**src/rtl/alu_pipe.sv**
```systemverilog
// Handshaked, registered ALU with an iterative shift-add multiplier.
// Optional {N,Z,C,V} status flags are generated when ALU_PIPE_FLAGS_EN is defined.
module alu_pipe #(
   parameter int WIDTH = 16,
   localparam int SHW = $clog2(WIDTH)
) (
   input  logic             clk,
   input  logic             rst_n,
   input  logic             in_valid,
   output logic             in_ready,
   input  logic [2:0]       opcode,
   input  logic [WIDTH-1:0] a,
   input  logic [WIDTH-1:0] b,
   output logic             out_valid,
   input  logic             out_ready,
   output logic [WIDTH-1:0] result,
   output logic [3:0]       flags,
   output logic             busy
);

   localparam logic [2:0] OP_ADD = 3'b000;
   localparam logic [2:0] OP_SUB = 3'b001;
   localparam logic [2:0] OP_AND = 3'b010;
   localparam logic [2:0] OP_OR  = 3'b011;
   localparam logic [2:0] OP_XOR = 3'b100;
   localparam logic [2:0] OP_MUL = 3'b101;
   localparam logic [2:0] OP_SHL = 3'b110;
   localparam logic [2:0] OP_SHR = 3'b111;

`ifdef ALU_PIPE_FLAGS_EN
   localparam int ACCW = 2 * WIDTH;
`else
   localparam int ACCW = WIDTH;
`endif

   typedef enum logic [1:0] {S_IDLE, S_MUL, S_DONE} state_t;

   state_t           r_state, w_state_nxt;
   logic [SHW-1:0]   r_cnt;
   logic [ACCW-1:0]  r_acc, r_mcand, w_acc_nxt;
   logic [WIDTH-1:0] r_mplier;
   logic [WIDTH-1:0] r_result, w_alu_res, w_load_res;
   logic [SHW-1:0]   w_shamt;
   logic             w_in_ready, w_accept, w_is_mul, w_mul_last, w_load;

   assign w_accept   = in_valid && w_in_ready;
   assign w_is_mul   = (opcode == OP_MUL);
   assign w_mul_last = (r_state == S_MUL) && (r_cnt == '0);
   assign w_load     = (w_accept && !w_is_mul) || w_mul_last;
   assign w_shamt    = b[SHW-1:0];
   assign w_acc_nxt  = r_mplier[0] ? (r_acc + r_mcand) : r_acc;
   assign w_load_res = w_mul_last ? w_acc_nxt[WIDTH-1:0] : w_alu_res;

   always_ff @(posedge clk or negedge rst_n) begin
      if (!rst_n) begin
         r_state <= S_IDLE;
         r_cnt   <= '0;
      end else begin
         r_state <= w_state_nxt;
         if (w_accept)
            r_cnt <= SHW'(WIDTH - 1);
         else if (r_state == S_MUL)
            r_cnt <= r_cnt - 1'b1;
      end
   end

   always_comb begin
      w_state_nxt = r_state;
      case (r_state)
         S_IDLE: if (w_accept) w_state_nxt = w_is_mul ? S_MUL : S_DONE;
         S_MUL:  if (r_cnt == '0) w_state_nxt = S_DONE;
         S_DONE: begin
            if (w_accept)
               w_state_nxt = w_is_mul ? S_MUL : S_DONE;
            else if (out_ready)
               w_state_nxt = S_IDLE;
         end
         default: w_state_nxt = S_IDLE;
      endcase
   end

   always_comb begin
      w_in_ready = 1'b0;
      out_valid  = 1'b0;
      busy       = 1'b0;
      case (r_state)
         S_IDLE: w_in_ready = 1'b1;
         S_MUL:  busy = 1'b1;
         S_DONE: begin
            out_valid  = 1'b1;
            w_in_ready = out_ready;
         end
         default: ;
      endcase
   end

   assign in_ready = w_in_ready;

   // Multiplier datapath: operands latched at accept, one shift-add per MUL cycle.
   always_ff @(posedge clk) begin
      if (w_accept) begin
         r_acc    <= '0;
         r_mcand  <= ACCW'(a);
         r_mplier <= b;
      end else if (r_state == S_MUL) begin
         r_acc    <= w_acc_nxt;
         r_mcand  <= r_mcand << 1;
         r_mplier <= r_mplier >> 1;
      end
   end

   always_comb begin
      w_alu_res = '0;
      case (opcode)
         OP_ADD:  w_alu_res = a + b;
         OP_SUB:  w_alu_res = a - b;
         OP_AND:  w_alu_res = a & b;
         OP_OR:   w_alu_res = a | b;
         OP_XOR:  w_alu_res = a ^ b;
         OP_SHL:  w_alu_res = a << w_shamt;
         OP_SHR:  w_alu_res = a >> w_shamt;
         default: w_alu_res = '0;
      endcase
   end

   always_ff @(posedge clk or negedge rst_n) begin
      if (!rst_n)
         r_result <= '0;
      else if (w_load)
         r_result <= w_load_res;
   end

   assign result = r_result;

`ifdef ALU_PIPE_FLAGS_EN
   logic [3:0]     r_flags;
   logic [SHW-1:0] w_shl_idx, w_shr_idx;
   logic           w_alu_c, w_alu_v, w_mul_ovf, w_load_c, w_load_v;

   // WIDTH-s wraps to the right bit index because WIDTH is a power of two.
   assign w_shl_idx = -w_shamt;
   assign w_shr_idx = w_shamt - 1'b1;
   assign w_mul_ovf = (w_acc_nxt[ACCW-1:WIDTH] != '0);

   always_comb begin
      w_alu_c = 1'b0;
      w_alu_v = 1'b0;
      case (opcode)
         OP_ADD: begin
            w_alu_c = (w_alu_res < a);
            w_alu_v = (a[WIDTH-1] == b[WIDTH-1]) && (w_alu_res[WIDTH-1] != a[WIDTH-1]);
         end
         OP_SUB: begin
            w_alu_c = (a < b);
            w_alu_v = (a[WIDTH-1] != b[WIDTH-1]) && (w_alu_res[WIDTH-1] != a[WIDTH-1]);
         end
         OP_SHL:  w_alu_c = (w_shamt != '0) && a[w_shl_idx];
         OP_SHR:  w_alu_c = (w_shamt != '0) && a[w_shr_idx];
         default: ;
      endcase
   end

   assign w_load_c = w_mul_last ? w_mul_ovf : w_alu_c;
   assign w_load_v = w_mul_last ? w_mul_ovf : w_alu_v;

   always_ff @(posedge clk or negedge rst_n) begin
      if (!rst_n)
         r_flags <= '0;
      else if (w_load)
         r_flags <= {w_load_res[WIDTH-1], (w_load_res == '0), w_load_c, w_load_v};
   end

   assign flags = r_flags;
`else
   assign flags = 4'b0000;
`endif

endmodule

```
**config.mk**
```make
export PLATFORM = sky130hd
export DESIGN_NAME = alu_pipe
export DESIGN_NICKNAME = d
export VERILOG_FILES = /design/src/rtl/alu_pipe.sv
export SDC_FILE = /design/constraint.sdc
export NUM_CORES = 1
export LEC_CHECK = 0
export CORE_ASPECT_RATIO = 0.5
export CORE_MARGIN = 2
export CORE_UTILIZATION = 35
export CTS_BUF_LIST = sky130_fd_sc_hd__clkbuf_16
export DETAILED_ROUTE_END_ITERATION = 16
export GPL_ROUTABILITY_DRIVEN = 0
export HOLD_SLACK_MARGIN = 0.1
export PLACE_DENSITY = 0.5
export SYNTH_ARGS = -nofsm -noshare
export SYNTH_HDL_FRONTEND = slang
export SYNTH_SLANG_ARGS = --single-unit
```
**constraint.sdc**
```tcl
create_clock -name clk -period 3.55 [get_ports clk]
set_input_delay 1.065 -clock clk [delete_from_list [all_inputs] [get_ports clk]]
set_output_delay 1.065 -clock clk [all_outputs]
set_load 0.02 [all_outputs]
```
==> results of run 1 <==
==> timing repair <==
item	in CTS	in global routing
setup endpoints to repair	14	12
resized for setup	50	20
cloned	0	0
buffers inserted	4	3
pin swaps	25	23
==> routing by layer <==
metal | vias up | GRT usage (%) | routed length [microns]
li1 | 3372 | - | -
met1 | 3364 | 39.02 | 12730
met2 | 298 | 35.87 | 9841
met3 | 46 | 6.799 | 2178
met4 | 0 | 5.698 | 504
met5 | - | 0 | 0
==> kinds of logic (layout without fill, tap and decap cells) <==
| logic type | Yosys count | after routing | synth area share [%] |
|---|---|---|---|
| AO/OA/AOI/OAI | 270 | 270 | 26.22 |
| AND/OR/NAND/NOR | 252 | 252 | 17.11 |
| buffers and inverters | 92 | 275 | 5.642 |
| flip-flops | 70 | 70 | 27.26 |
| adder cells (fa/ha/maj) | 67 | 67 | 12.70 |
| XOR/XNOR | 41 | 41 | 5.345 |
| multiplexers | 30 | 30 | 5.661 |
| other | 1 | 4 | 0.05581 |
==> power by group through the flow <==
stage	Sequential [W]	Clock, W	Combinational (W)
2_1_floorplan	0.00113	0	0.000750
3_3_place_gp	0.00109	0	0.00142
3_5_place_dp	0.00109	0	0.00144
4_1_cts	0.00108	0.000884	0.00149
5_1_grt	0.00109	0.000928	0.00167
6_report	0.00108	0.000862	0.00154
==> layout make-up <==
type                       instances  share of cell area (%)
inverter                          47                   2.035
timing repair buffer             212                   18.84
clock buffer                       9                   2.476
tap                              259                   3.562
multi-input combinational        664                   52.40
sequential                        70                   20.13
clock inverter                     7                  0.5501
==> cells in the mapped netlist, types with 4 or more instances <==
cell type,n,area [sq um]
a31oi_1,7,43.79
and3_1,7,43.79
inv_1,42,157.7
ha_1,65,813.3
nor2b_1,7,43.79
a221oi_1,11,96.34
clkbuf_1,26,97.59
mux2i_1,20,200.2
mux4_2,6,135.1
o221ai_1,9,78.83
nor3_1,16,80.08
a21oi_1,52,260.3
nor2_1,80,300.3
nand3_1,13,65.06
o21ai_0,86,430.4
nand2b_1,16,100.1
xor2_1,8,70.07
o31ai_1,4,30.03
buf_4,6,45.04
or3_1,4,25.02
o22ai_1,4,25.02
a211oi_1,10,75.07
buf_2,8,40.04
xnor2_1,33,289.0
a21o_1,9,67.56
a22o_1,8,70.07
nand4_1,4,25.02
o211ai_1,7,52.55
buf_1,5,18.77
nand2_1,86,322.8
a222oi_1,5,50.05
edfxtp_1,32,960.9
dfrtp_1,22,550.5
nor4_1,4,25.02
inv_2,4,15.01
dfxtp_1,16,320.3
o21ai_1,13,65.06
o21a_1,7,52.55
==> path summary, 6_finish.rpt <==
kind | endpoint | cells past startpoint
setup / recovery | result[4] | 17
hold / removal | r_state[0] | 1
setup reg to reg | result[14] | 13
hold reg to reg | r_state[0] | 1
max in group asynchronous | result[15] | 2
min in group asynchronous | r_state[1] | 2
==> through the flow <==
step                      instances  setup WS, ns  hold slack (ns)
after floorplan                 826       -0.1707           0.4464
after global placement         1246       -0.8838           0.4601
after detailed placement       1246       -0.9081           0.4781
after CTS                      1265      0.001819           0.4906
after global routing           1268      -0.08798           0.5118
final                          1268       0.04349           0.4877
==> state kept, by name (all words and copies together) (netlist names) <==
name      count
result       16
r_mplier     16
r_mcand      16
r_acc        16
r_state       2
r_cnt         4
==> results.txt, run 1 <==
Status = completed
Max Fclk = 285.2 MHz
I/O pins = 62
Reg2reg setup slack = 0.42 ns
Sequential share of power = 30.9%
Largest net degree at the start of global routing = 52
Seq. cell area = 1832 sq um
Drt wl/cell = 19.92 microns
Seq/Total Area, Yosys = 27.26%
Global-route wire length before repair = 38,900 microns
Max VDD drop = 233.1 uV
Clock power share = 24.8%
Post-synth EDFFs = 32
Final setup viols = 0
Worst path cell trace = clkbuf_2 -> buf_4 -> nor2_4 -> nand2_4 -> nand2_1 -> o21ai_4 -> buf_4 -> fa_2 -> nor2b_1 -> o21ai_0 -> nand2b_1 -> xnor2_1 -> o22ai_1 -> nor3_1 -> buf_4 -> a211o_1 -> o21ai_0
Final Hold Fails = 0
Most frequent cells in the layout = buf_4, nand2_1, o21ai_0
Clk sinks = 70
Starting Density = 36.10%
Root Buffer = clkbuf_16
Die Y = 102.0 microns
Vias = 7,080
Type of the worst min-delay path = flip-flop to flip-flop
Area Growth Syn to Fin = 35.40%
CP max stage cell = nor3_1
Top cell by count, worst path = buf_4
Die width = 199.9 microns
Vias in the first global route = 6,670
Setup tns final = 0 ns
Net Sw Frac = 38.11%
Antenna diodes = 0
Hold_buf cts = 0
Total track usage = 25.71%
Port-buffer cells = 57
Critical Path Start Type = input pin
DRC = 0
Final setup skew = 0.008117 ns
Seq cells post-synth = 70
Max-cap violations = 0
CP top delay family = simple AND/OR/NAND/NOR gates
Multi-input logic area = 4767 sq um
Post-DRT Antenna Nets = 0
Core area = 18,610 sq um
Via/cell ratio = 5.584
Post-DP HPWL = 20,020 microns
CP required = 3.77 ns
Avg Cell Area, Syn = 8.164 sq um
Design Area, Final = 9097 sq um
Layout cell share with drive strength beyond 1 = 23.69%
Worst Max-Slew Pin Slew = 0.5966 ns
Mapped Area = 6719 sq um
Pleak = 3.986 nW
Ys Warns = 0
Total length of routed wires = 25,260 microns
Clock Latency Late Sink = 0.35 ns
Crit share post-route = 98.78%
Comb pwr share = 44.3%
Die Area = 20,390 sq um
Drt pass-1 iters = 6
Yosys cell types = 79
Bufs and invs on worst path = 4
DR iter-0 viols = 749
Worst Setup End Kind = flip-flop
P_int = 0.002153 W
Initial antenna violation count = 1
Commonest non-fill, non-tap cell in the layout = buf_4
Crit path arrival time = 3.72 ns
Hold Startpoint = r_state[1]
Area after DPL = 8582 sq um
FFs w/ async S/R, synth = 31.43%
Min Clock Period, post-route = 3.507 ns
Final nets = 1,110
H-tree level count = 3
Final core utilization = 48.88%
RSZ-0062 raised after global routing = true
Crit Path Class = input pin to flip-flop
Rows = 35
Cell Pwr Density = 382.4 nW/um^2
TritonCTS clock tree = built
Max Root-Sink Buffers = 2
Total CTS buffers = 9
Worst reg2reg startpoint = r_acc[0]
Slew HR = 60.08%
Crit. Startpoint = opcode[2]
Slowest Stage Delay on Critical Path = 0.42 ns
Clk slew on worst S/H paths = 0.06 ns
Power Total = 0.003479 W
Top fanout value on the critical path = 5
Switching power = 0.001326 W
Synth Flop Type = edfxtp_1
Final Slew Violations = 0
Global route total overflow = 0
Fillers = 1,849
Cells after Synth = 823
Power figures use the tool's default switching activity.
==> run 2: changes to the inputs <==
--- a/config.mk
+++ b/config.mk
@@ -5,6 +5,7 @@
 export SDC_FILE = /design/constraint.sdc
 export NUM_CORES = 1
 export LEC_CHECK = 0
+export ABC_AREA = 1
 export CORE_ASPECT_RATIO = 0.5
 export CORE_MARGIN = 2
 export CORE_UTILIZATION = 35
==> run 2 against run 1 <==
  * Fmax grew 2.2%
  * Non-clock buffer count shrank 50
  * Global-route usage shrank 0.28 points
  * Synthesized cell count grew 44%
  * Worst setup slack gained 0.075 ns
  * Combinational power grew 6%
  * Largest power group unchanged
  * Hold slack lost 0.016 ns
  * Area after synthesis grew 9.1%
  * Clock skew shrank 0.0029 ns
==> results.txt, run 2 <==
Status = completed
Most frequent cells in the layout = nand2_1, inv_1, nand3_1
Post-synth EDFFs = 32
Type of the worst min-delay path = flip-flop to flip-flop
CP top delay family = buffers and inverters
Vias in the first global route = 7,891
Max VDD drop = 192.6 uV
Yosys top cell by area = nand2_1
Worst Max-Slew Pin Slew = 0.8986 ns
Pleak = 4.870 nW
Commonest non-fill, non-tap cell in the layout = nand2_1
CP Depth = 4
Seq/Total Area, Yosys = 25.00%
Total track usage = 25.43%
Synth Area in Adders = 11.64%
Post-DRT Antenna Nets = 0
Final Slew Violations = 0
Worst Setup End Kind = primary output
Port-buffer cells = 57
Post-DP HPWL = 22,010 microns
Critical Path Start Type = input pin
Mapped Area = 7328 sq um
Via/cell ratio = 5.121
Layout cell share with drive strength beyond 1 = 13.77%
CP max stage cell = clkdlybuf4s50_1
Max Root-Sink Buffers = 2
Global route total overflow = 0
Global-route wire length before repair = 43,210 microns
Design Area, Final = 9384 sq um
FFs w/ async S/R, synth = 31.43%
Rows = 37
Synth Flop Type = edfxtp_1
Cells after Synth = 1,189
Drt wl/cell = 17.28 microns
Max Fclk = 291.4 MHz
Top fanout value on the critical path = 2
Synth top cells by count = nand2_1, inv_1, nand3_1, o21ai_0, nor2_1
Final nets = 1,430
Initial antenna violation count = 1
DRC = 0
Clk sinks = 70
Crit path to = in_ready
Hold_buf cts = 0
Ys Warns = 0
Bufs and invs on worst path = 3
Compound-gate portion of the synthesized area = 10.76%
H-tree level count = 3
Final Worst Setup Slack = 0.1188 ns
Starting Density = 35.65%
Crit Path Class = input pin to primary output
Pre-CTS WS = -0.5965 ns
Min Clock Period, post-route = 3.431 ns
Clock Latency Late Sink = 0.34 ns
Cell Pwr Density = 380.3 nW/um^2
Clk slew on worst S/H paths = 0.05 ns
Vias = 8,204
RSZ-0062 raised after global routing = false
Core area = 20,550 sq um
Crit. Startpoint = out_ready
Mux cell area share after synthesis = 0%
DR iter-0 viols = 680
Fin cells = 1,602
Root Buffer = clkbuf_16
Slowest Stage Delay on Critical Path = 0.64 ns
Largest family of logic cells by synthesized area = simple AND/OR/NAND/NOR gates
Synth top area cells = nand2_1, edfxtp_1, ha_1, nand3_1, inv_1
Reg2reg setup slack = 1.15 ns
Antenna diodes = 0
Yosys cell types = 44
Top-count cell post-synth = nand2_1
Crit share post-route = 96.65%
Area after DPL = 8830 sq um
Xor/xnor share of the synthesized area = 2.390%
Drt pass-1 iters = 5
Final setup viols = 0
Worst reg2reg startpoint = r_cnt[0]
Die Area = 22,180 sq um
Seq cells post-synth = 70
FF-to-FF End = result[15]
Total CTS buffers = 9
I/O pins = 62
Crit path arrival time = 2.37 ns
Slew HR = 40.09%
Max-cap violations = 0
Area Growth Syn to Fin = 28.05%
Die width = 208.6 microns
CP required = 2.48 ns
Avg Cell Area, Syn = 6.163 sq um
Final Hold Fails = 0
Die Y = 106.3 microns
Top cell by count, worst path = clkdlybuf4s50_1
Total length of routed wires = 27,680 microns
Top-area cell type share of the netlist area = 21.46%
TritonCTS clock tree = built
Synth Area in Simple Gates = 39.61%
Final setup skew = 0.005202 ns
Reg2Reg Depth = 11
Largest net degree at the start of global routing = 44
Worst path cell trace = clkdlybuf4s50_1 -> inv_1 -> a21oi_1 -> clkdlybuf4s50_1
Dpl cells = 1,580
run 2: cell count changes after synthesis, sizes merged, moves of 11 or more:
cell and change:
a221oi -12, nand2 +333, nand2b -17, inv +109, xnor2 -31, mux2i -20, a21oi -17, nand3 +126
o21ai -17, a211oi -11
run 2: metrics by stage:
step / util (%) / hold slack [ns] / setup TNS (ns) / total power [W]
after floorplan: - / 0.4441 / 0 / 0.002045
after global placement: 42.96 / 0.4563 / -5.309 / 0.002691
after detailed placement: 42.96 / 0.4637 / -5.947 / 0.002703
after CTS: 44.95 / 0.4760 / -0.01101 / 0.003550
after global routing: 45.65 / 0.4970 / 0 / 0.003827
final: 45.65 / 0.4717 / 0 / 0.003569
run 2: cell type report:
type,instances,area [sq um]
clock buffer,9,225.2
timing repair inverter,1,7.507
sequential,70,1832
fill,2223,11170
timing repair buffer,162,1403
tap,273,341.6
inverter,156,585.6
multi-input combinational,924,4956
clock inverter,7,33.78
run 2: routing by layer:
metal | part of all wire [%] | vias to the layer above | track usage [%] | wire length, microns
li1 | - | 4108 | - | -
met1 | 49 | 3804 | 36.66 | 13520
met2 | 41 | 262 | 37.39 | 11250
met3 | 8.6 | 30 | 6.677 | 2393
met4 | 1.9 | 0 | 6.378 | 516
met5 | 0 | - | 0 | 0
run 2: kinds of logic after synthesis:
logic type	count (synthesis)
AOI/OAI and AO/OA	144
xor gates and xnor gates	20
adders and majority gates	67
buffers and inverters	198
and+or+nand+nor	689
other	1
DFF	70
run 2: power breakdown:
group          total [W]  leakage (nW)  internal, W  switching (W)
logic            0.00163          4.03     0.000643       0.000983
registers        0.00114         0.706      0.00103       0.000117
clock network   0.000801         0.135     0.000461       0.000340
total            0.00357          4.87      0.00213        0.00144
run 2: worst min-delay path by stage:
stage | start | endpoint | slack [ns] | cells past startpoint
2_1_floorplan | r_acc[10] | r_acc[10] | 0.44 | 2
3_3_place_gp | r_acc[14] | r_acc[14] | 0.46 | 2
3_5_place_dp | r_acc[12] | r_acc[12] | 0.46 | 2
4_1_cts | r_acc[12] | r_acc[12] | 0.48 | 2
5_1_grt | r_acc[12] | r_acc[12] | 0.50 | 2
6_report | r_acc[13] | r_acc[13] | 0.47 | 2
run 2: timing repair:
action / CTS / global route
cloned: 1 / 0
resized for setup: 23 / 42
buffers inserted: 5 / 0
pin swaps: 14 / 13
endpoints found under the setup margin: 11 / 13
run 2: worst reg2reg max path, delay by kind of cell (launching register included):
family / cells / cell delay, ns
DFF: 1 / 0.38
and+or+nand+nor: 6 / 1.12
adders and majority gates: 1 / 0.18
buffers and inverters: 4 / 0.67
